## config.mk

```make
export PLATFORM = sky130hd
export DESIGN_NAME = shift_reduce_seq
export DESIGN_NICKNAME = d
export VERILOG_FILES = /design/src/rtl/shift_reduce_pkg.sv /design/src/rtl/shift_reduce_step.sv /design/src/rtl/shift_reduce_seq.sv
export SDC_FILE = /design/constraint.sdc
export NUM_CORES = 1
export LEC_CHECK = 0
export ABC_CLOCK_PERIOD_IN_PS = 5700
export CAP_MARGIN = 15
export CELL_PAD_IN_SITES_DETAIL_PLACEMENT = 1
export CELL_PAD_IN_SITES_GLOBAL_PLACEMENT = 1
export CORE_MARGIN = 4
export CORE_UTILIZATION = 34
export CTS_BUF_LIST = sky130_fd_sc_hd__clkbuf_16
export CTS_CLUSTER_DIAMETER = 150
export DETAILED_ROUTE_END_ITERATION = 8
export GPL_TIMING_DRIVEN = 0
export HOLD_SLACK_MARGIN = 0.03
export PLACE_DENSITY_LB_ADDON = 0.1
export SLEW_MARGIN = 15
export SYNTH_ARGS = -nofsm -noshare
export SYNTH_HDL_FRONTEND = slang
export SYNTH_SLANG_ARGS = --single-unit
```

## constraint.sdc

```tcl
create_clock -name clk -period 5.7 [get_ports clk]
set_input_delay 0.57 -clock clk [delete_from_list [all_inputs] [get_ports clk]]
set_output_delay 0.57 -clock clk [all_outputs]
set_load 0.1 [all_outputs]
```

## src/rtl/shift_reduce_pkg.sv

```systemverilog
// shift_reduce_pkg: shared mode and FSM state types for the shift-reduction engine
package shift_reduce_pkg;
  typedef enum logic [1:0] {SHL, SHR, SAR, ROL} shr_mode_e;
  typedef enum logic [1:0] {IDLE, RUN, DONE} shr_state_e;
endpackage

```

## src/rtl/shift_reduce_step.sv

```systemverilog
// shift_reduce_step: applies one chunk's unsigned shift amount to the accumulator in the given mode
module shift_reduce_step
  import shift_reduce_pkg::*;
#(
  parameter int W = 10
) (
  input  logic [W-1:0] acc,
  input  logic [W-1:0] amt,
  input  shr_mode_e    mode,
  output logic [W-1:0] res
);
  logic [W-1:0]   rot;
  logic [W-1:0]   sar;
  logic [2*W-1:0] dbl;
  // Logical shifts by >= W already yield zero and >>> fills with the sign bit;
  // rotation reduces the amount mod W and takes the upper half of the doubled word.
  always_comb begin
    rot = W'(32'(amt) % W);
    dbl = {acc, acc} << rot;
    sar = $signed(acc) >>> amt;
    res = mode == SHL ? acc << amt :
          mode == SHR ? acc >> amt :
          mode == SAR ? sar : dbl[2*W-1:W];
  end
endmodule

```

## src/rtl/shift_reduce_seq.sv

```systemverilog
// shift_reduce_seq: sequential fold of N shift-amount chunks into a W-bit accumulator, LANES chunks per cycle
module shift_reduce_seq
  import shift_reduce_pkg::*;
#(
  parameter int W     = 10,
  parameter int N     = 48,
  parameter int LANES = 1
) (
  input  logic           clk,
  input  logic           rst,
  input  logic           in_valid,
  output logic           in_ready,
  input  logic [W-1:0]   in_init,
  input  logic [N*W-1:0] in_data,
  input  logic [1:0]     in_mode,
  output logic           out_valid,
  input  logic           out_ready,
  output logic [W-1:0]   out_data,
  output logic           busy
);
  localparam int STEPS = N / LANES;
  localparam int CW    = $clog2(STEPS + 1);
  if (N % LANES != 0) begin : g_lanes_check
    $error("shift_reduce_seq: N must be a multiple of LANES");
  end
  shr_state_e     state, state_nx;
  shr_mode_e      mode_q;
  logic [CW-1:0]  cnt;
  logic [N*W-1:0] data_q;
  logic [W-1:0]   acc;
  logic [W-1:0]   chain [LANES+1];
  logic           accept, last;
  assign chain[0] = acc;
  for (genvar i = 0; i < LANES; i++) begin : g_lane
    shift_reduce_step #(.W(W)) u_step (
      .acc  (chain[i]),
      .amt  (data_q[i*W +: W]),
      .mode (mode_q),
      .res  (chain[i+1])
    );
  end
  // state register
  always_ff @(posedge clk) state <= rst ? IDLE : state_nx;
  // next state: accept only from IDLE, finish after the last step, release on consumer handshake
  always_comb begin
    accept   = in_valid & (state == IDLE);
    last     = cnt == CW'(STEPS - 1);
    state_nx = state == IDLE ? (in_valid ? RUN : IDLE) :
               state == RUN  ? (last ? DONE : RUN) :
                               (out_ready ? IDLE : DONE);
  end
  // handshake outputs decoded from state
  always_comb begin
    in_ready  = state == IDLE;
    out_valid = state == DONE;
    busy      = state != IDLE;
  end
  // datapath: captured chunks shift down so the active lanes always read the low slices
  always_ff @(posedge clk) begin
    if (rst) begin
      cnt      <= '0;
      acc      <= '0;
      data_q   <= '0;
      mode_q   <= SHL;
      out_data <= '0;
    end else if (accept) begin
      cnt    <= '0;
      acc    <= in_init;
      data_q <= in_data;
      mode_q <= shr_mode_e'(in_mode);
    end else if (state == RUN) begin
      cnt    <= cnt + 1'b1;
      acc    <= chain[LANES];
      data_q <= data_q >> (LANES * W);
      if (last) out_data <= chain[LANES];
    end
  end
endmodule

```

==> summary.md <==
| Metric | Value |
|---|---|
| Total Routing Usage GR | `27.3%` |
| Crit Path Class | `flop to flop` |
| Number of synthesized flops with an enable pin | `0` |
| Largest net degree at the start of global routing | `17` |
| Row count | `96` |
| Asr flop ratio synth | `0%` |
| DP Area | `between 20000 and 30000 sq um` |
| XOR/XNOR Fraction of Synth Area | `less than 1%` |
| Mux share of post-synthesis cell area | `1.60%` |
| Worst Tran Pin Value | `1150 ps` |
| Final setup vio count | `0` |
| Total power | `between 10 and 15 mW` |
| Leading area contributor after synthesis | `dfxtp_1` |
| Mapped Cells | `2941` |
| First-pass GRT wire length | `159000 um` |
| PwrDens | `approximately 340 nW/um^2` |
| Slew margin rel. | `a little under a quarter` |
| CP max FO | `8` |
| WL/cell | `between 20 and 25 um` |
| Post-CTS Hold Buffers | `0` |
| R2r startpoint | `data_q[8]` |
| Seq. cell area | `between 10000 and 15000 sq um` |
| Primary FF master, synth | `dfxtp_1` |
| Yosys top cell area share | `between 40% and 50%` |
| Die Span X | `271 um` |
| Min-delay src | `data_q[235]` |
| Sink Count | `slightly above 500` |
| FILL cells | `8200` |
| P&R area growth vs syn | `38.5%` |
| 1st-iter DRT viols | `between 1500 and 2000` |
| GRT overflow | `0` |
| Vias in the first global route | `27200` |
| Multi-input gate area | `~13000 sq um` |
| Clock-pin slew on the worst setup and hold paths | `~60 ps` |
| Clk Latency, worst-skew pair | `roughly 640 ps` |
| Yosys warns | `0` |
| Hold depth | `2` |
| Finished Cell Area | `between 30000 and 40000 sq um` |
| Final Cycle Share | `a little over nine tenths` |
| Vias | `between 20000 and 30000` |
| Final nets | `slightly above 4000` |
| Fin. Hold Viols | `0` |
| Largest family of logic cells by synthesized area | `compound AO/OA/AOI/OAI gates` |
| Worst reg2reg setup slack | `70 ps` |
| CTS tree | `built` |
| Syn_area_per_cell | `roughly 8 sq um` |
| Synth Area in Simple Gates | `between 10% and 20%` |
| CTS Root Cell | `clkbuf_16` |
| MaxCap Viol Count | `0` |
| Post-DP HPWL | `~83000 um` |
| Synth top area cells | `dfxtp_1 43%, a22oi_1 15%, a21oi_1 11%` |
| Crit start category | `flop` |
| Final wirelength | `between 100000 and 150000 um` |
| Worst path required time | `just over 6000 ps` |
| Detail Route Antenna Nets | `0` |
| Seq cells post-synth | `roughly 500` |
| Die extent in y | `between 200 and 300 um` |
| Io pins | `between 500 and 600` |
| Die area | `73600 sq um` |
| Complex-gate fraction of the synthesized area | `approximately a third` |
| Initial antenna violation count | `58` |
| Final worst setup slack | `a little over 70 ps` |
| Starting Density | `34.3%` |
| Drt via density | `5.67` |
| VDD IR max | `around 240 uV` |
| Leak | `11.0 nW` |
| WHS Endpoint | `data_q[235]` |
| Count leader, synth | `nand2_1` |
| Adder-cell share of the synthesized area | `less than 1%` |
| Share of cells above drive strength 1 | `under 10%` |
| GP Congestion | `slightly above 0.9` |
| Top post-synthesis cells by count | `585 x nand2_1, 536 x a21oi_1, 510 x dfxtp_1, 465 x a22oi_1, 246 x clkbuf_1` |
| Final Slew Violations | `0` |
| Syn Std Cell Area | `~24000 sq um` |
| Unrepaired setup endpoints after global routing | `yes` |
| CTS HTree Levels | `2` |
| Total CTS buffers | `between 50 and 60` |
| Worst Skew | `~67 ps` |
| Status | `complete, no violations` |
| DP Worst Slack | `-1560 ps` |
| Arr. time, crit path | `approximately 6100 ps` |
| Synth cell types | `99` |
| First-pass iteration count of the detailed router | `5` |
| Drt drc | `0` |
| Core ar. | `roughly 70000 sq um` |
| Worst-case reg-to-reg path depth | `23` |
| Longest Clk Path Bufs | `3` |
| Fmax | `around 180 MHz` |
| Post-synthesis sequential area ratio | `between 40% and 50%` |
| Fin crit period | `approximately 5600 ps` |
| PortBufs | `slightly above 500` |
| Worst hold-check path type | `flop to flop` |
| Worst R2R End | `acc[4]` |
| Crit. End Element | `flop` |
| Syn Nets | `about 3400` |
-- metal layers --
metal	GRT usage, %	share of wire [%]
met5	0	0.26
met4	11.2	3.7
met3	6.39	6.3
met2	46.4	48
met1	33.4	41
-- placed cells by master (no fill, tap or decap), types with 9 or more instances in the layout --
cell type and count:
nand2_1 581, a21oi_1 531, dfxtp_1 508, clkdlybuf4s50_1 508
a22oi_1 465, clkbuf_1 244, nor2_1 83, clkbuf_16 57
o21ai_0 49, buf_4 46, diode_2 36, nand3_1 34
nor3_1 26, mux2i_1 21, clkinv_1 21, inv_1 19
a31oi_1 17, a211oi_1 17, nand2b_1 15, a311oi_1 14
o22ai_1 14, nand4_1 13, nor2b_1 11, and2_1 11
buf_1 11, o211ai_1 11, or3_1 10, buf_6 9
clkinv_2 9
-- report_power, final --
part | switching [mW] | internal (mW) | leakage [nW]
Sequential | 0.168 | 3.82 | 4.19
Clock | 1.53 | 2.04 | 0.912
Combinational | 2.09 | 1.49 | 5.91
-- metrics by stage --
| step | TNS, ps | std cells | utilization [%] | hold WS [ps] |
|---|---|---|---|---|
| 2_1_floorplan | 0 | 2941 | - | 436 |
| 3_3_place_gp | -23130 | 4380 | 43.4 | 441 |
| 3_5_place_dp | -26730 | 4380 | 43.4 | 446 |
| 4_1_cts | -110 | 4509 | 47.0 | 455 |
| 5_1_grt | -538 | 4556 | 47.5 | 472 |
| 6_report | 0 | 4562 | 47.5 | 454 |
-- state kept, by name, summed over array words and instances, names as in the netlist --
register / flops
data_q: 480
acc: 10
out_data: 10
cnt: 6
mode_q: 2
state: 2
-- worst max path at each step --
stage,to,slack [ps],start
finish,acc[4],70,data_q[8]
global route,acc[0],-100,data_q[8]
CTS,acc[4],-60,data_q[7]
detailed placement,acc[1],-1560,data_q[7]
global placement,acc[4],-1420,data_q[7]
floorplan,acc[4],20,data_q[7]
-- kinds of logic (layout without fill, tap and decap cells) --
family,after synthesis,count (layout)
compound gates,1254,1254
xor+xnor,12,12
fa+ha+maj,4,4
buf+inv,294,948
flops,510,510
mux,32,32
other cells,0,36
simple gates,835,835
-- area by class of cell --
class | count | share of cell area, %
antenna | 36 | 0.276
buffer | 278 | 3.47
clock buffer | 57 | 4.37
clock inverter | 48 | 1.17
inverter | 14 | 0.161
multi-input combinational | 2137 | 39.1
sequential | 510 | 31.3
tap | 931 | 3.57
timing repair buffer | 551 | 16.6
-- critical path, cell delays in order (launching register included) --
cell and delay, ps:
dfxtp_4 360, nor2_4 120, inv_2 60, ha_4 250, nand2b_1 140, buf_4 170
or4_4 460, and3_1 200, buf_6 150, a21oi_4 190, and2_1 170, buf_6 130
a21oi_2 90, or2_4 300, a21o_4 250, or4_4 540, o211a_4 190, a31oi_4 210
xnor2_4 180, mux4_2 520, and2_0 160, o31a_1 290, a211o_1 290, a21oi_2 120
-- timing repair --
action,4_1_cts,5_1_grt
cloned,0,0
setup buffers,25,18
pin swaps,32,22
resized for setup,87,40
setup endpoints to repair,20,20
Power figures use the tool's default switching activity.
